`src/rtl/multicycle_cu.sv`:
```
// Multi-cycle control unit: steps each RV32I instruction through FETCH/DECODE/EXEC/MEM/WB
// over one shared memory port, with sticky halt/illegal/bus-error traps and a memory watchdog.
module multicycle_cu #(
    parameter bit          EXT_OPS     = 1'b1,
    parameter int unsigned MEM_TIMEOUT = 0
) (
    input  logic       clk,
    input  logic       rst_n,
    input  logic [4:0] opcode,
    input  logic       mem_ready,
    input  logic       branch_taken,
    output logic       mem_req,
    output logic       mem_we,
    output logic       mem_addr_sel,
    output logic       ir_write,
    output logic       pc_write,
    output logic [1:0] pc_src,
    output logic [1:0] alu_src_a,
    output logic       alu_src_b,
    output logic [1:0] alu_op,
    output logic       reg_write,
    output logic [1:0] wb_sel,
    output logic       halted,
    output logic       illegal,
    output logic       bus_err,
    output logic [2:0] state
);

    typedef enum logic [2:0] {
        S_IDLE   = 3'd0,
        S_FETCH  = 3'd1,
        S_DECODE = 3'd2,
        S_EXEC   = 3'd3,
        S_MEM    = 3'd4,
        S_WB     = 3'd5,
        S_HALT   = 3'd6,
        S_TRAP   = 3'd7
    } state_t;

    localparam logic [4:0] OP_R      = 5'b01100;
    localparam logic [4:0] OP_LOAD   = 5'b00000;
    localparam logic [4:0] OP_STORE  = 5'b01000;
    localparam logic [4:0] OP_BRANCH = 5'b11000;
    localparam logic [4:0] OP_IMM    = 5'b00100;
    localparam logic [4:0] OP_LUI    = 5'b01101;
    localparam logic [4:0] OP_AUIPC  = 5'b00101;
    localparam logic [4:0] OP_JAL    = 5'b11011;
    localparam logic [4:0] OP_JALR   = 5'b11001;
    localparam logic [4:0] OP_FENCE  = 5'b00011;
    localparam logic [4:0] OP_SYSTEM = 5'b11100;

    localparam int unsigned CW   = (MEM_TIMEOUT > 0) ? $clog2(MEM_TIMEOUT + 1) : 1;
    localparam int unsigned LAST = (MEM_TIMEOUT > 0) ? MEM_TIMEOUT - 1 : 0;

    function automatic logic is_base_op(input logic [4:0] op);
        return (op == OP_R) || (op == OP_LOAD) || (op == OP_STORE) || (op == OP_BRANCH);
    endfunction

    function automatic logic is_ext_exec_op(input logic [4:0] op);
        return (op == OP_IMM) || (op == OP_LUI) || (op == OP_AUIPC) ||
               (op == OP_JAL) || (op == OP_JALR);
    endfunction

    state_t          state_q, state_d;
    logic [CW-1:0]   cnt_q, cnt_d;
    logic            halted_q, halted_d;
    logic            illegal_q, illegal_d;
    logic            bus_err_q, bus_err_d;
    logic            timeout;

    always_ff @(posedge clk or negedge rst_n) begin
        if (!rst_n) begin
            state_q   <= S_IDLE;
            cnt_q     <= '0;
            halted_q  <= 1'b0;
            illegal_q <= 1'b0;
            bus_err_q <= 1'b0;
        end else begin
            state_q   <= state_d;
            cnt_q     <= cnt_d;
            halted_q  <= halted_d;
            illegal_q <= illegal_d;
            bus_err_q <= bus_err_d;
        end
    end

    // Counter only advances on an unready request; any other cycle clears it,
    // which also covers clearing on entry to FETCH and MEM.
    assign timeout = (MEM_TIMEOUT > 0) && (cnt_q == CW'(LAST));

    always_comb begin
        state_d      = state_q;
        cnt_d        = '0;
        halted_d     = halted_q;
        illegal_d    = illegal_q;
        bus_err_d    = bus_err_q;
        mem_req      = 1'b0;
        mem_we       = 1'b0;
        mem_addr_sel = 1'b0;
        ir_write     = 1'b0;
        pc_write     = 1'b0;
        pc_src       = 2'd0;
        alu_src_a    = 2'd0;
        alu_src_b    = 1'b0;
        alu_op       = 2'b00;
        reg_write    = 1'b0;
        wb_sel       = 2'd0;

        case (state_q)
            S_IDLE: state_d = S_FETCH;

            S_FETCH: begin
                mem_req = 1'b1;
                if (mem_ready) begin
                    ir_write = 1'b1;
                    pc_write = 1'b1;
                    state_d  = S_DECODE;
                end else if (timeout) begin
                    state_d   = S_TRAP;
                    bus_err_d = 1'b1;
                end else begin
                    cnt_d = (MEM_TIMEOUT > 0) ? cnt_q + CW'(1) : '0;
                end
            end

            S_DECODE: begin
                if (is_base_op(opcode) || (EXT_OPS && is_ext_exec_op(opcode))) begin
                    state_d = S_EXEC;
                end else if (EXT_OPS && (opcode == OP_FENCE)) begin
                    state_d = S_FETCH;
                end else if (EXT_OPS && (opcode == OP_SYSTEM)) begin
                    state_d  = S_HALT;
                    halted_d = 1'b1;
                end else begin
                    state_d   = S_TRAP;
                    illegal_d = 1'b1;
                end
            end

            S_EXEC: begin
                state_d = S_WB;
                case (opcode)
                    OP_R: alu_op = 2'b10;
                    OP_IMM: begin
                        alu_src_b = 1'b1;
                        alu_op    = 2'b11;
                    end
                    OP_LOAD, OP_STORE: begin
                        alu_src_b = 1'b1;
                        state_d   = S_MEM;
                    end
                    OP_BRANCH: begin
                        alu_op = 2'b01;
                        if (branch_taken) begin
                            pc_write = 1'b1;
                            pc_src   = 2'd1;
                        end
                        state_d = S_FETCH;
                    end
                    OP_JAL: begin
                        pc_write  = 1'b1;
                        pc_src    = 2'd1;
                        reg_write = 1'b1;
                        wb_sel    = 2'd2;
                        state_d   = S_FETCH;
                    end
                    OP_JALR: begin
                        alu_src_b = 1'b1;
                        pc_write  = 1'b1;
                        pc_src    = 2'd2;
                        reg_write = 1'b1;
                        wb_sel    = 2'd2;
                        state_d   = S_FETCH;
                    end
                    OP_LUI: begin
                        alu_src_a = 2'd2;
                        alu_src_b = 1'b1;
                    end
                    OP_AUIPC: begin
                        alu_src_a = 2'd1;
                        alu_src_b = 1'b1;
                    end
                    default: state_d = S_FETCH;
                endcase
            end

            S_MEM: begin
                mem_req      = 1'b1;
                mem_addr_sel = 1'b1;
                mem_we       = (opcode == OP_STORE);
                if (mem_ready) begin
                    state_d = (opcode == OP_STORE) ? S_FETCH : S_WB;
                end else if (timeout) begin
                    state_d   = S_TRAP;
                    bus_err_d = 1'b1;
                end else begin
                    cnt_d = (MEM_TIMEOUT > 0) ? cnt_q + CW'(1) : '0;
                end
            end

            S_WB: begin
                reg_write = 1'b1;
                wb_sel    = (opcode == OP_LOAD) ? 2'd1 : 2'd0;
                state_d   = S_FETCH;
            end

            default: state_d = state_q;
        endcase
    end

    assign halted  = halted_q;
    assign illegal = illegal_q;
    assign bus_err = bus_err_q;
    assign state   = state_q;

endmodule

```
`config.mk`:
```
export PLATFORM = sky130hd
export DESIGN_NAME = multicycle_cu
export DESIGN_NICKNAME = d
export VERILOG_FILES = /design/src/rtl/multicycle_cu.sv
export SDC_FILE = /design/constraint.sdc
export NUM_CORES = 1
export LEC_CHECK = 0
export ABC_AREA = 1
export CAP_MARGIN = 15
export CORE_UTILIZATION = 39
export CTS_BUF_LIST = sky130_fd_sc_hd__clkbuf_8
export DETAILED_ROUTE_END_ITERATION = 8
export PLACE_DENSITY = 0.92
export SLEW_MARGIN = 30
export SYNTH_ARGS = -nofsm -noshare
export SYNTH_HDL_FRONTEND = slang
export SYNTH_SLANG_ARGS = --single-unit
```
`constraint.sdc`:
```
create_clock -name clk -period 1.4 [get_ports clk]
set_clock_uncertainty 0.1 [all_clocks]
set_input_delay 0.28 -clock clk [delete_from_list [all_inputs] [get_ports clk]]
set_output_delay 0.28 -clock clk [all_outputs]
set_load 0.03 [all_outputs]
```
==> qor.json, run 1 <==
{
  "cts": {
    "cts-resized-gates": 49,
    "clock_buffer_count_from_cts": 3,
    "cts_setup_buffers": 8,
    "clock_sink_count": 5,
    "cts_root_buf": "clkbuf_8",
    "cts-htree-levels": 1,
    "cts-root-to-sink-buffers": 2,
    "postCtsHoldBufs": 0
  },
  "synthesis": {
    "synth.cells.most_frequent": "nand2_1 (19), nor2_1 (15), inv_1 (8)",
    "syn-instance-count": 88,
    "synth-edff-count": 0,
    "dominantRegCellSynth": "dfrtp_1",
    "synth_seq_cells": 5,
    "synth_cell_type_count": 22,
    "synth_warnings": 0,
    "ys_seq_area_frac": 0.235,
    "ys_top_cells_by_area": "dfrtp_1 (24%), nand2_1 (13%), nor2_1 (11%)",
    "netlist.area_leader.share": 0.235,
    "synth_largest_area_cell": "dfrtp_1",
    "syn_avg_cell_area_sq_um": 6.04,
    "synthesis.nets": 97,
    "synth_area_sq_um": 532,
    "yosys.cell_count.top_type": "nand2_1",
    "share_of_synthesized_registers_carrying_an_async_set_or_reset": 1.00
  },
  "placed_design": {
    "post-dp-hpwl_microns": 1920,
    "placement.io_buffers": 28,
    "placed_cells_incl_taps": 151,
    "global_placement_routability_congestion": 0.860
  },
  "floorplan": {
    "floorplan.initialDensity": 0.448,
    "die_width_microns": 38.9,
    "rows": 12,
    "die_y_microns": 38.9,
    "io_pins": 30
  },
  "status": {
    "first_error_in_the_log": "[ERROR DPL-0038] Utilization greater than 100%, impossible to legalize",
    "outcome": "stopped before the end",
    "stop_stage": "clock tree synthesis (4_1_cts)"
  }
}
logic make-up after synthesis:
logic type / synth area share
compound gates: 0.115
buf+inv: 0.113
flops: 0.235
other cells: 0.00705
simple gates: 0.529
stage by stage:
| step | hold WS (ns) | utilization | setup slack [ns] | instance area, sq um | setup TNS (ns) |
|---|---|---|---|---|---|
| after detailed placement | 0.368 | 0.885 | -0.678 | 1050 | -8.76 |
| after floorplan | -0.116 | - | -0.170 | 644 | -1.38 |
| after global placement | 0.365 | 0.885 | -0.577 | 1050 | -7.48 |
==> run 2: changes to the inputs <==
Settings changed: CORE_AREA set to 2 2 63 65, CORE_UTILIZATION 39 to unset, CTS_BUF_LIST sky130_fd_sc_hd__clkbuf_8 to unset, DIE_AREA set to 0 0 65 67, PLACE_DENSITY 0.92 to unset, PLACE_DENSITY_LB_ADDON set to 0.15.
==> qor.json, run 2 <==
{
  "status": {
    "outcome": "finished with violations",
    "failing_checks": "negative setup slack"
  },
  "placed_design": {
    "global_placement_routability_congestion": 0.709,
    "post-dp-hpwl_microns": 1600,
    "placement.io_buffers": 28
  },
  "synthesis": {
    "ys_seq_area_frac": 0.235,
    "synth_seq_cells": 5,
    "syn-instance-count": 88,
    "synth_cell_type_count": 22,
    "share_of_synthesized_registers_carrying_an_async_set_or_reset": 1.00,
    "netlist.area_leader.share": 0.235,
    "synth.cells.most_frequent": "nand2_1 (19), nor2_1 (15), inv_1 (8)",
    "yosys.cell_count.top_type": "nand2_1",
    "synth_warnings": 0,
    "syn_avg_cell_area_sq_um": 6.04,
    "ys_top_cells_by_area": "dfrtp_1 (24%), nand2_1 (13%), nor2_1 (11%)",
    "synthesis.nets": 97,
    "synth_area_sq_um": 532,
    "dominantRegCellSynth": "dfrtp_1",
    "synth_largest_area_cell": "dfrtp_1",
    "synth-edff-count": 0
  },
  "sta": {
    "final_max_slew_viol_count": 0,
    "grt_setup_unrepaired": "yes",
    "worst_slack_ns": -0.312,
    "timing.fmax_mhz": 584,
    "setup_viol": 19,
    "final_cycle_share": 1.22,
    "hold_viol": 0,
    "tns_ns": -3.15,
    "layout_min_cycle_time_ns": 1.71
  },
  "floorplan": {
    "dieArea_sq_um": 4360,
    "io_pins": 30,
    "rows": 22,
    "floorplan.initialDensity": 0.147,
    "core-area_sq_um": 3610,
    "die_y_microns": 67,
    "die_width_microns": 65
  },
  "power": {
    "register_share_of_total_power": 0.135,
    "switching_share": 0.466,
    "ir_worst_vdd_v": 0.000455,
    "standby_leakage_power_nw": 0.655,
    "p_clk_frac": 0.129,
    "power_report.internal_total_mw": 1.09,
    "comb_power_share": 0.737,
    "power.density_nw_per_um2": 1490,
    "switching_power_mw": 0.956
  },
  "detailed_routing": {
    "route.final.wire_length_microns": 1970,
    "detailedRoute.firstPassIterationCount": 3,
    "vias_per_instance": 3.89,
    "wl_per_cell_microns": 9.86,
    "drc_errors": 0,
    "drt_iter0_markers": 17,
    "route.antenna.remaining_nets": 0,
    "num_vias": 778
  },
  "layout": {
    "fin_nets": 162,
    "num_antenna_cells": 0,
    "layout_commonest_cell": "buf_4",
    "share_of_the_core_filled_with_cells_in_the_final_layout": 0.383,
    "largest_register_ffs": 3,
    "area_growth_syn_to_layout_pct": 160,
    "highest_count_cells_in_the_layout_ignoring_fill_and_taps": "buf_4 (34), buf_6 (19), nand2_1 (16), nor2_4 (7)",
    "layout_cells_sized_above_1": 0.711
  },
  "worst_setup_path": {
    "reg2regPathDepth": 9,
    "timing.setup.critical_path_class": "reg -> out",
    "timing.critical_path.fanout_max": 4,
    "worst-endpoint-arrival_ns": 1.33,
    "timing.critical_path.from_type": "flop",
    "r2r_start": "state[0]$_DFFE_PN0P_",
    "critPathRequiredTime_ns": 1.02,
    "worstSetupEndpointType": "output port",
    "worst_r2r_endpoint": "state[2]$_DFFE_PN0P_",
    "rrSetupSlack_ns": -0.04
  },
  "min_path": {
    "path_category_of_the_worst_min_delay_check": "in -> async"
  },
  "grt": {
    "grt_pass1_vias": 796,
    "wire_length_of_the_first_global_routing_pass_microns": 3490,
    "grt_antenna_before_repair": 0,
    "grt_max_degree": 7,
    "global_route.overflow_total": 0,
    "globalRouteTotalUtil": 0.102
  },
  "cts": {
    "clock_sink_count": 5,
    "cts-root-to-sink-buffers": 2,
    "cts-htree-levels": 1,
    "clock_buffer_count_from_cts": 3,
    "cts_root_buf": "clkbuf_8",
    "clkSlewWorstSetupHoldPaths_ns": 0.04,
    "worst_skew_pair.late_latency_ns": 0.22,
    "postCtsHoldBufs": 0,
    "clock_tree_from_tritoncts": "yes"
  },
  "job": {
    "max-cap-violations": 0
  }
}
-- run 2: cell counts after synthesis --
No cell type changed its count.
-- run 2: timing repair --
item,CTS,global route
pin swaps,8,4
endpoints found under the setup margin,20,19
endpoints found under the hold margin,0,0
gates resized for setup,46,22
buffers inserted,9,1
-- run 2: cell type report --
cell class	instances	area (sq um)
fill	394	2230
sequential	5	129
tap	48	60.1
timing repair buffer	61	524
inverter	14	67.6
multi-input combinational	68	554
clock buffer	4	45.0
-- run 2: worst max-delay path, stage by stage, from the launching register on --
cell	delay [ns]
dfrtp_2	0.41
inv_4	0.07
nand3_4	0.07
inv_4	0.08
nand4_1	0.22
o21ai_4	0.12
buf_6	0.14
-- run 2: worst max-delay path by stage --
| stage | startpoint | to | slack (ns) | depth (start not counted) |
|---|---|---|---|---|
| global route | state[2]$_DFFE_PN0P_ | pc_src[0] | -0.39 | 6 |
| finish | state[2]$_DFFE_PN0P_ | pc_src[0] | -0.31 | 6 |
| global placement | opcode[0] | alu_src_a[1] | -0.59 | 7 |
| CTS | state[2]$_DFFE_PN0P_ | pc_write | -0.34 | 6 |
| detailed placement | opcode[4] | pc_src[0] | -0.61 | 6 |
| floorplan | state[2]$_DFFE_PN0P_ | pc_src[0] | -0.17 | 5 |
-- run 2: power groups by stage --
stage | Combinational, mW | Sequential, mW | Clock (mW)
2_1_floorplan | 0.569 | 0.390 | 0
3_3_place_gp | 1.18 | 0.279 | 0
3_5_place_dp | 1.18 | 0.280 | 0
4_1_cts | 1.47 | 0.275 | 0.270
5_1_grt | 1.63 | 0.286 | 0.277
6_report | 1.51 | 0.276 | 0.264
-- run 2: logic make-up after synthesis --
logic type	after synthesis	share of synthesized area
AO/OA/AOI/OAI	10	0.115
other	1	0.00705
flip-flops	5	0.235
buffers and inverters	15	0.113
AND/OR/NAND/NOR	57	0.529
-- run 2: per-stage QoR --
stage,worst slack [ns],cells,hold WS (ns),power [mW],instance area (sq um)
after floorplan,-0.170,88,-0.116,0.959,644
after global routing,-0.392,200,0.196,2.20,1380
after detailed placement,-0.608,187,0.382,1.46,1110
after CTS,-0.338,200,0.187,2.01,1340
final,-0.312,200,0.183,2.05,1380
after global placement,-0.589,187,0.385,1.46,1110
-- run 2: routing by layer --
metal  track usage  share of wire  vias to the layer above
li1              -              -                      408
met1         0.124           0.44                      350
met2         0.183           0.51                       18
met3        0.0220          0.047                        2
met4        0.0239         0.0071                        0
met5             0              0                        -
Power figures use the tool's default switching activity.
